$ cat config.mk
export PLATFORM = sky130hd
export DESIGN_NAME = microwave_cook_timer_flat
export DESIGN_NICKNAME = d
export VERILOG_FILES = /design/src/rtl/microwave_cook_timer_if.sv /design/src/rtl/microwave_cook_timer.sv /design/src/flat_wrapper.sv
export SDC_FILE = /design/constraint.sdc
export NUM_CORES = 1
export LEC_CHECK = 0
export CORE_ASPECT_RATIO = 1.25
export CORE_UTILIZATION = 45
export DETAILED_ROUTE_END_ITERATION = 8
export DONT_BUFFER_PORTS = 1
export PLACE_DENSITY_LB_ADDON = 0.25
export SLEW_MARGIN = 20
export SYNTH_ARGS = -nofsm -noshare
export SYNTH_HDL_FRONTEND = slang
export SYNTH_SLANG_ARGS = --single-unit
$ cat constraint.sdc
create_clock -name clk -period 2.54 [get_ports clk]
set_input_delay 0.381 -clock clk [delete_from_list [all_inputs] [get_ports clk]]
set_output_delay 0.381 -clock clk [all_outputs]
set_load 0.02 [all_outputs]
$ cat src/rtl/microwave_cook_timer_if.sv
// microwave_cook_timer_if: keypad/door inputs and timer outputs of the cook timer
interface microwave_cook_timer_if #(parameter int TIME_W = 12);
  logic door_closed;
  logic load;
  logic [TIME_W-1:0] time_in;
  logic start;
  logic cancel;
  logic [TIME_W-1:0] remaining;
  logic magnetron_en;
  logic done;
  logic beep;
  logic [2:0] state;
  modport master (
    output door_closed, load, time_in, start, cancel,
    input  remaining, magnetron_en, done, beep, state
  );
  modport slave (
    input  door_closed, load, time_in, start, cancel,
    output remaining, magnetron_en, done, beep, state
  );
endinterface

$ cat src/rtl/microwave_cook_timer.sv
// microwave_cook_timer: cook-time countdown, magnetron gating, expiry pulse and beeper
module microwave_cook_timer #(
  parameter int CLK_PER_SEC = 100,
  parameter int TIME_W      = 12,
  parameter int BEEP_SEC    = 3
) (
  input logic clk,
  input logic sys_reset,
  microwave_cook_timer_if.slave bus
);
  localparam int PW = $clog2(CLK_PER_SEC);
  localparam int BW = $clog2(BEEP_SEC + 1);
  typedef enum logic [2:0] {
    IDLE  = 3'd0,
    ARMED = 3'd1,
    COOK  = 3'd2,
    PAUSE = 3'd3,
    BEEP  = 3'd4
  } state_t;
  state_t state, state_n;
  logic [TIME_W-1:0] rem, rem_n;
  logic [PW-1:0] psc, psc_n;
  logic [BW-1:0] bcnt, bcnt_n;
  logic done_n, done_r, mag_r, beep_r;
  logic tick, go;
  assign tick = psc == PW'(CLK_PER_SEC - 1);
  assign go   = bus.start && bus.door_closed;
  always_comb begin
    state_n = state;
    rem_n   = rem;
    psc_n   = psc;
    bcnt_n  = bcnt;
    done_n  = 1'b0;
    case (state)
      IDLE: if (bus.load) begin
        rem_n   = bus.time_in;
        state_n = bus.time_in != '0 ? ARMED : IDLE;
      end
      ARMED: if (bus.cancel) begin
        state_n = IDLE;
        rem_n   = '0;
      end else if (bus.load) begin
        rem_n   = bus.time_in;
        state_n = bus.time_in != '0 ? ARMED : IDLE;
      end else if (go) begin
        state_n = COOK;
        psc_n   = '0;
      end
      COOK: if (bus.cancel) begin
        state_n = IDLE;
        rem_n   = '0;
        psc_n   = '0;
      end else if (!bus.door_closed) begin
        state_n = PAUSE;
      end else if (tick) begin
        psc_n = '0;
        if (rem == TIME_W'(1)) begin
          rem_n   = '0;
          done_n  = 1'b1;
          state_n = BEEP;
          bcnt_n  = '0;
        end else if (rem != '0) begin
          rem_n = rem - TIME_W'(1);
        end
      end else begin
        psc_n = psc + PW'(1);
      end
      PAUSE: if (bus.cancel) begin
        state_n = IDLE;
        rem_n   = '0;
        psc_n   = '0;
      end else if (go) begin
        state_n = COOK;
      end
      BEEP: if (bus.cancel) begin
        state_n = IDLE;
        psc_n   = '0;
      end else if (tick) begin
        psc_n   = '0;
        bcnt_n  = bcnt + BW'(1);
        state_n = bcnt == BW'(BEEP_SEC - 1) ? IDLE : BEEP;
      end else begin
        psc_n = psc + PW'(1);
      end
      default: state_n = IDLE;
    endcase
  end
  always_ff @(posedge clk) begin
    if (sys_reset) begin
      state  <= IDLE;
      rem    <= '0;
      psc    <= '0;
      bcnt   <= '0;
      done_r <= 1'b0;
      mag_r  <= 1'b0;
      beep_r <= 1'b0;
    end else begin
      state  <= state_n;
      rem    <= rem_n;
      psc    <= psc_n;
      bcnt   <= bcnt_n;
      done_r <= done_n;
      mag_r  <= state_n == COOK;
      beep_r <= state_n == BEEP;
    end
  end
  assign bus.remaining    = rem;
  assign bus.magnetron_en = mag_r;
  assign bus.done         = done_r;
  assign bus.beep         = beep_r;
  assign bus.state        = state;
endmodule

$ cat src/flat_wrapper.sv
// flat-port wrapper written by rule: the top's interface ports become plain ports
module microwave_cook_timer_flat 
#(
  parameter int CLK_PER_SEC = 100,
  parameter int TIME_W      = 12,
  parameter int BEEP_SEC    = 3
)
  (clk, sys_reset, bus_door_closed, bus_load, bus_time_in, bus_start, bus_cancel, bus_remaining, bus_magnetron_en, bus_done, bus_beep, bus_state);
  microwave_cook_timer_if #(.TIME_W(TIME_W)) bus_i ();
  input logic clk;
  input logic sys_reset;
  input wire logic [$bits(bus_i.door_closed)-1:0] bus_door_closed;
  input wire logic [$bits(bus_i.load)-1:0] bus_load;
  input wire logic [$bits(bus_i.time_in)-1:0] bus_time_in;
  input wire logic [$bits(bus_i.start)-1:0] bus_start;
  input wire logic [$bits(bus_i.cancel)-1:0] bus_cancel;
  output wire logic [$bits(bus_i.remaining)-1:0] bus_remaining;
  output wire logic [$bits(bus_i.magnetron_en)-1:0] bus_magnetron_en;
  output wire logic [$bits(bus_i.done)-1:0] bus_done;
  output wire logic [$bits(bus_i.beep)-1:0] bus_beep;
  output wire logic [$bits(bus_i.state)-1:0] bus_state;
  assign bus_i.door_closed = bus_door_closed;
  assign bus_i.load = bus_load;
  assign bus_i.time_in = bus_time_in;
  assign bus_i.start = bus_start;
  assign bus_i.cancel = bus_cancel;
  assign bus_remaining = bus_i.remaining;
  assign bus_magnetron_en = bus_i.magnetron_en;
  assign bus_done = bus_i.done;
  assign bus_beep = bus_i.beep;
  assign bus_state = bus_i.state;
  microwave_cook_timer #(.CLK_PER_SEC(CLK_PER_SEC), .TIME_W(TIME_W), .BEEP_SEC(BEEP_SEC)) u_core (.clk(clk), .sys_reset(sys_reset), .bus(bus_i));
endmodule
Word level (Yosys, flattened, before mapping). Index checks and enable logic that the tools add are counted.

Word-level logic and storage cells: 86. Bits in registers: 27. Output and inout bits: 18.

Equality and inequality tests: 22. Add/sub/neg operators: 3. Muxes and demuxes: 40. Reduce and logical (&&, ||, !) cells: 11. Bitwise logic cells: 3.

Operator list (count): 12-bit 2-to-1 mux (8); 7-bit 2-to-1 mux (8); 12-bit one-hot mux with 4 select lines (1); 3-bit 2-to-1 mux (12); 7-bit one-hot mux with 4 select lines (1); 12-bit nonzero test (2); 3-bit one-hot mux with 5 select lines (1); 12-bit by 1-bit equality test with 1-bit output, second input constant (1); 2-bit 2-to-1 mux (6); 2-bit != test, second input constant (6); 12-bit by 1-bit subtractor with 12-bit output, second input constant (1); 3-bit by 2-bit equality test with 1-bit output, second input constant (3); 2-bit by 1-bit != test with 1-bit output, second input constant (4); 4-bit nonzero test (2); 7-bit by 1-bit adder with 7-bit output, second input constant (1); 7-bit equality test, second input constant (1); 7-bit AND reduction (1); 3-bit equality test, second input constant (2); 6-bit AND reduction (1); 5-bit AND reduction (1); 5-bit OR reduction (1); 4-bit by 2-bit != test with 1-bit output, second input constant (1); 2-bit one-hot mux with 2 select lines (1); 3-bit by 1-bit equality test with 1-bit output, second input constant (1); 9 further kinds (12).

Logic depth before layout (Yosys ltp). Gate-level depths: netlist (run 1).

Depth in word-level cells: 7. Gate-level depth with buffers: 8.

Worst setup path after synthesis (run 1). OpenSTA, ideal clock, no wires.

Path kind: register to register. From: reg u_core.rem[1] (netlist: u_core.bus.remaining[1]). To: reg u_core.rem[6] (netlist: u_core.bus.remaining[6]). Arrival: 2.087 ns. Buffers on the path: 1. Cell stages (with the launch flop): 9. Slack: 0.361 ns. Required time: 2.448 ns. Cell sequence: dfxtp_1 -> inv_1 -> ha_1 -> nor3b_1 -> and4_1 -> buf_2 -> or2_2 -> o32a_1 -> o32ai_1.

Longest elaborated chain between the ends: 7. Elaborated cells between the ends (all ways): 11. Classes of those cells: 1 x add/sub; 2 x eq/ne; 6 x mux; 2 x reduce/logical.

Ends and longest elaborated chain: from (decl) (line microwave_cook_timer.sv:21) `logic [TIME_W-1:0] rem, rem_n;`; from (signal assigned) (line microwave_cook_timer.sv:99) `rem <= rem_n;`; 12-bit by 1-bit subtractor with 12-bit output (line microwave_cook_timer.sv:63) `rem_n = rem - TIME_W'(1);`; 12-bit 2-to-1 mux (line microwave_cook_timer.sv:62) `end else if (rem != '0) begin`; 12-bit 2-to-1 mux (line microwave_cook_timer.sv:57) `if (rem == TIME_W'(1)) begin`; 12-bit 2-to-1 mux (line microwave_cook_timer.sv:55) `end else if (tick) begin`; 12-bit 2-to-1 mux (line microwave_cook_timer.sv:53) `end else if (!bus.door_closed) begin`; 12-bit 2-to-1 mux (line microwave_cook_timer.sv:49) `COOK: if (bus.cancel) begin`; 12-bit one-hot mux with 4 select lines (line microwave_cook_timer.sv:34) `case (state)`.

Parallel ways exist; a longest one is shown, timed or not. The select of a mux whose other input is x is not followed. A chain may end at the register's enable or synchronous reset.

Worst setup path in the final report (run 1).
From: reg u_core.rem[0] (netlist: u_core.bus.remaining[0]). To: reg u_core.rem[0] (netlist: u_core.bus.remaining[0]).

The elaborated chain is that of the path after synthesis.

==> flow_summary.yaml, run 1 <==
status:
  status: "completed"
setup_path:
  crit_path_end_kind: "flop"
  cp-start-kind: "flop"
  path_class: "reg -> reg"
  reg2reg_depth: 6
  r2r_end: "u_core.bus.remaining[0]"
  path_cells: "ha_1 > nor3b_1 > and4_1 > nor2_1 > a221oi_1 > a211oi_1"
  slowest_stage: "nor2_1"
  required_ns: 2.73
  max_stage_delay_ns: 0.61
  rr_startpoint: "u_core.bus.remaining[0]"
  cp.arrival_ns: 2.48
  cp_max_fo: 10
  r2r_slack_ns: 0.25
routing:
  wl_mm: 4.47
  dr.pass1.iters: 5
  vias_per_cell: 5.99
  wire_per_inst_um: 15.6
  ant_nets: 0
  drc: 0
  drtIter0Drc: 57
  vias: 1712
sta:
  final_max_slew_viol_count: 0
  max_slew.worst_pin.slew_ns: 0.725
  setup_violations: 0
  hold_ws_ns: 0.163
  hold_viol: 0
  setup_ws_ns: 0.247
  fin_skew_ns: 0.00340
  final.period_utilization_pct: 90.3
  grt_setup_unrepaired: "false"
  fmax_mhz: 436
  setup_tns_ns: 0
  maxSlewHeadroom_pct: 51.5
  finalCriticalPeriod_ns: 2.29
power_and_ir_drop:
  vdd_drop_max_uv: 267
  p_leak_uw: 0.000675
  seqPwrFrac_pct: 54.0
  power_frac_clock_pct: 28.4
  powerDensity_nw_per_um2: 437
  comb_power_share_pct: 17.6
  p_sw_uw: 241
  p_int_uw: 618
  p_sw_share_pct: 28.1
cells_and_area:
  layout_commonest_cell: "dfxtp_1"
  final_cell_count_no_fill: 286
  nets: 255
  n_antenna_cell: 0
  area_growth_syn_to_layout_pct: 7.83
  drive_above_1_share_pct: 11.6
  final_util_pct: 51.5
  layout_common_cells: "dfxtp_1 (27), nor2_1 (24), a21oi_1 (20)"
clocking:
  clock-sinks: 27
  cts_resized: 0
  postCtsSetupBuffers: 0
  root_buffer: "clkbuf_8"
  insertion_delay_ns: 0.27
  clk_path_buf_depth: 2
  path_clk_slew_ns: 0.09
  htree_levels: 1
  postCtsHoldBufs: 0
  numCtsBuffers: 3
  cts_tree: "yes"
synth:
  synth_cell_type_count: 50
  mappedNetlistNets: 251
  syn_area_per_cell_um2: 7.96
  seq_area_frac_synth_pct: 29.7
  ys_ff_latch: 27
  yosys.area.top_type: "dfxtp_1"
  ys_warn_count: 0
  syn_inst: 229
  synth.area.top_cells: "dfxtp_1 (30%), a21oi_1 (5.5%), mux2i_1 (4.9%)"
  syn-cell-area_um2: 1820
  synth_top_area_share_pct: 29.7
hold_path:
  whs_path_depth: 1
  hold_path_class: "in -> reg"
  holdCritStartpoint: "sys_reset"
  min_to: "u_core.bus.remaining[9]"
place:
  pre_cts_slack_ns: 0.258
  port_buffers: 0
  dpl.cell_count: 282
  gp_congestion: 0.882
  dpl.hpwl_mm: 3.37
die:
  fp-row-count: 25
  die_area_um2: 4310
  core_area_um2: 3820
  die_h_um: 73.1
  ios: 36
  die-width_um: 58.9
  start_util_pct: 47.7
grt:
  grt_max_degree: 26
  grt_first_pass_wirelength_mm: 7.38
  grt_use_total_pct: 22.2
  grt_pass1_vias: 1655
  antenna_found_initial: 0
  overflow: 0
flow_run:
  maxCapViolations: 0
flip-flops by register name, summed over array words and instances, names as in the netlist:
name / flops
u_core.bcnt: 2
u_core.bus.beep: 1
u_core.bus.done: 1
u_core.bus.magnetron_en: 1
u_core.bus.remaining: 12
u_core.bus.state: 3
u_core.psc: 7
kinds of logic after synthesis:
kind of cell / Yosys count / synth area share (%)
compound gates: 65 / 24.9
buf+inv: 18 / 4.40
fa+ha+maj: 4 / 2.75
xor+xnor: 4 / 1.92
flops: 27 / 29.7
simple gates: 102 / 31.4
mux: 9 / 4.95
how the worst max path moves through the flow:
stage          slack, ns                    start  depth (start not counted)                 endpoint
6_report            0.25  u_core.bus.remaining[0]                          6  u_core.bus.remaining[0]
5_1_grt             0.11  u_core.bus.remaining[0]                          8  u_core.bus.remaining[5]
4_1_cts             0.24      u_core.bus.state[1]                          5            u_core.psc[4]
3_5_place_dp        0.26      u_core.bus.state[1]                          5            u_core.psc[5]
3_3_place_gp        0.28      u_core.bus.state[1]                          5            u_core.psc[6]
2_1_floorplan       0.36  u_core.bus.remaining[1]                          8  u_core.bus.remaining[6]
cells in the mapped netlist (all sizes together):
cell type,n
a221oi,3
o21a,1
o32ai,7
inv,6
o21bai,1
or3,7
nor3,10
o21ai,14
o31ai,4
nand3,5
a31oi,2
dfxtp,27
a32oi,1
or4,1
o221a,1
clkbuf,6
xor2,2
nand4,2
and3,1
nand2b,11
a21oi,20
a211oi,3
a21boi,2
mux2i,9
nor4,3
nor3b,3
nor2b,3
ha,4
xnor2,2
nor2,24
nand3b,1
or2,3
o311ai,1
nand4b,1
or3b,2
buf,6
nor4bb,1
o32a,3
nor4b,5
and4,2
o31a,2
nand2,16
or4b,1
final cells by class:
cell class	count	area (µm²)
inverter	6	22.5
timing repair buffer	11	82.6
tap	54	67.6
clock buffer	4	45.0
sequential	27	541
multi-input combinational	184	1210
fill	404	1850
power groups by stage:
| stage | sequential, µW | combinational, µW | clock [µW] |
|---|---|---|---|
| after CTS | 464 | 151 | 254 |
| after global placement | 473 | 150 | 0 |
| final | 464 | 151 | 244 |
| after detailed placement | 473 | 151 | 0 |
| after global routing | 467 | 167 | 268 |
| after floorplan | 477 | 116 | 0 |
layer usage:
metal | wire length, µm | track usage, % | vias up
met5 | 0 | 0 | -
met4 | 70 | 8.20 | 0
met3 | 212 | 4.43 | 7
met2 | 2260 | 39.3 | 43
met1 | 1930 | 25.9 | 801
li1 | - | - | 861
worst max-delay path, delay by kind of cell, from the launching register on:
family | cells | cell delay [ns]
adders and majority gates | 1 | 0.26
DFF | 1 | 0.42
AOI/OAI and AO/OA | 2 | 0.44
and+or+nand+nor | 3 | 1.09
metrics by stage:
stage          total power [µW]  area [µm²]
6_report                    859        1960
5_1_grt                     902        1960
4_1_cts                     869        1960
3_5_place_dp                624        1910
3_3_place_gp                623        1910
2_1_floorplan               593        1820
Power figures use the tool's default switching activity.
==> run 2, diff against run 1 <==
--- a/config.mk
+++ b/config.mk
@@ -7,6 +7,7 @@
 export LEC_CHECK = 0
 export CORE_ASPECT_RATIO = 1.25
 export CORE_UTILIZATION = 45
+export CTS_CLUSTER_SIZE = 16
 export DETAILED_ROUTE_END_ITERATION = 8
 export DONT_BUFFER_PORTS = 1
 export PLACE_DENSITY_LB_ADDON = 0.25
==> constraint.sdc (replaced) <==
create_clock -name clk -period 2.54 [get_ports clk]
set_input_delay 0.381 -clock clk [delete_from_list [all_inputs] [get_ports clk]]
set_output_delay 0.381 -clock clk [all_outputs]
set_load 0.005 [all_outputs]
==> flow_summary.yaml, run 2 (synthesis results as in run 1) <==
status:
  status: "completed"
sta:
  grt_setup_unrepaired: "false"
  final_max_slew_viol_count: 0
  max_slew.worst_pin.slew_ns: 0.685
  fmax_mhz: 446
  setup_violations: 0
  finalCriticalPeriod_ns: 2.24
  maxSlewHeadroom_pct: 54.1
  final.period_utilization_pct: 88.3
  hold_viol: 0
  setup_tns_ns: 0
  fin_skew_ns: 0.00277
clocking:
  path_clk_slew_ns: 0.10
  cts_tree: "yes"
  clk_path_buf_depth: 2
  clock-sinks: 27
  htree_levels: 1
  postCtsHoldBufs: 0
  root_buffer: "clkbuf_8"
  numCtsBuffers: 3
  cts_resized: 0
  insertion_delay_ns: 0.28
  postCtsSetupBuffers: 0
routing:
  ant_nets: 0
  dr.pass1.iters: 4
  vias_per_cell: 6.11
  drc: 0
  drtIter0Drc: 105
  vias: 1734
  wl_mm: 4.49
  wire_per_inst_um: 15.8
grt:
  grt_max_degree: 26
  antenna_found_initial: 0
  grt_first_pass_wirelength_mm: 7.40
  grt_pass1_vias: 1618
  overflow: 0
  grt_use_total_pct: 22.3
die:
  fp-row-count: 25
  ios: 36
  core_area_um2: 3820
  die_area_um2: 4310
  die-width_um: 58.9
  start_util_pct: 47.7
  die_h_um: 73.1
power_and_ir_drop:
  seqPwrFrac_pct: 54.4
  p_sw_uw: 238
  comb_power_share_pct: 15.3
  p_int_uw: 608
  powerDensity_nw_per_um2: 434
  p_leak_uw: 0.000668
  p_sw_share_pct: 28.1
  vdd_drop_max_uv: 175
  power_frac_clock_pct: 30.3
hold_path:
  hold_path_class: "in -> reg"
  holdCritStartpoint: "sys_reset"
cells_and_area:
  ff_latch_area_um2: 541
  multi_input_area_um2: 1210
  layout_common_cells: "dfxtp_1 (27), nor2_1 (24), a21oi_1 (20)"
  nFillCells: 392
  final_cell_count_no_fill: 284
  largest_reg_flops: 12
  n_antenna_cell: 0
  nets: 253
  layout_commonest_cell: "dfxtp_1"
  drive_above_1_share_pct: 11.3
  area_growth_syn_to_layout_pct: 7.07
setup_path:
  crit_start: "u_core.bus.remaining[1]"
  cp.arrival_ns: 2.46
  crit_path_end_kind: "flop"
  rr_startpoint: "u_core.bus.remaining[1]"
  cp_max_fo: 12
  r2r_slack_ns: 0.30
  required_ns: 2.76
  endpoint: "u_core.bus.remaining[5]"
  cp-start-kind: "flop"
  reg2reg_depth: 8
  path_class: "reg -> reg"
  r2r_end: "u_core.bus.remaining[5]"
place:
  port_buffers: 0
  dpl.hpwl_mm: 3.41
  gp_congestion: 0.927
  dpl.cell_count: 280
flow_run:
  maxCapViolations: 0
## run 2: changes by cell type in the layout (fill, tap and decap cells not counted)
| cell | previous run | this run |
|---|---|---|
| buf_4 | 11 | 9 |
| clkbuf_1 | 1 | 0 |
| clkinv_2 | 0 | 1 |
## run 2: power groups by stage
stage | clock network (µW) | registers [µW] | logic (µW)
floorplan | 0 | 463 | 116
global placement | 0 | 469 | 128
detailed placement | 0 | 470 | 128
CTS | 262 | 460 | 129
global route | 280 | 463 | 144
finish | 257 | 460 | 129
## run 2: layout make-up
| cell class | count | area share [%] |
|---|---|---|
| timing repair buffer | 9 | 3.46 |
| clock inverter | 1 | 0.257 |
| inverter | 6 | 1.15 |
| sequential | 27 | 27.7 |
| clock buffer | 3 | 2.12 |
| multi-input combinational | 184 | 61.8 |
| tap | 54 | 3.46 |
## run 2: critical path, stage by stage, from the launching register on
cell     delay, ns
dfxtp_1       0.44
inv_1         0.11
ha_1          0.20
nor4b_1       0.25
nand2_1       0.12
o31ai_2       0.52
buf_4         0.29
o21ai_0       0.11
a21oi_1       0.14
## run 2: metrics by stage
step | cell area [µm²] | power (µW) | hold WS, ns | setup slack (ns) | util [%]
global route | 1950 | 887 | 0.145 | 0.123 | 51.1
floorplan | 1820 | 579 | 0.444 | 0.506 | -
detailed placement | 1900 | 598 | 0.455 | 0.292 | 49.8
CTS | 1950 | 851 | 0.150 | 0.260 | 51.0
global placement | 1900 | 597 | 0.447 | 0.334 | 49.8
finish | 1950 | 846 | 0.155 | 0.297 | 51.1
## run 2: layer usage
layer / up-vias / track usage, % / part of all wire [%]
li1: 867 / - / -
met1: 823 / 25.4 / 42
met2: 37 / 40.2 / 51
met3: 7 / 4.08 / 4.3
met4: 0 / 9.26 / 1.8
met5: - / 0 / 0
## run 2: worst min path at each step
| stage | to | cells after the start | slack (ns) |
|---|---|---|---|
| after floorplan | u_core.bcnt[0] | 2 | 0.44 |
| after global placement | u_core.bcnt[0] | 2 | 0.45 |
| after detailed placement | u_core.bcnt[0] | 1 | 0.45 |
| after CTS | u_core.bcnt[0] | 1 | 0.15 |
| after global routing | u_core.bcnt[0] | 1 | 0.15 |
| final | u_core.bus.remaining[9] | 1 | 0.15 |
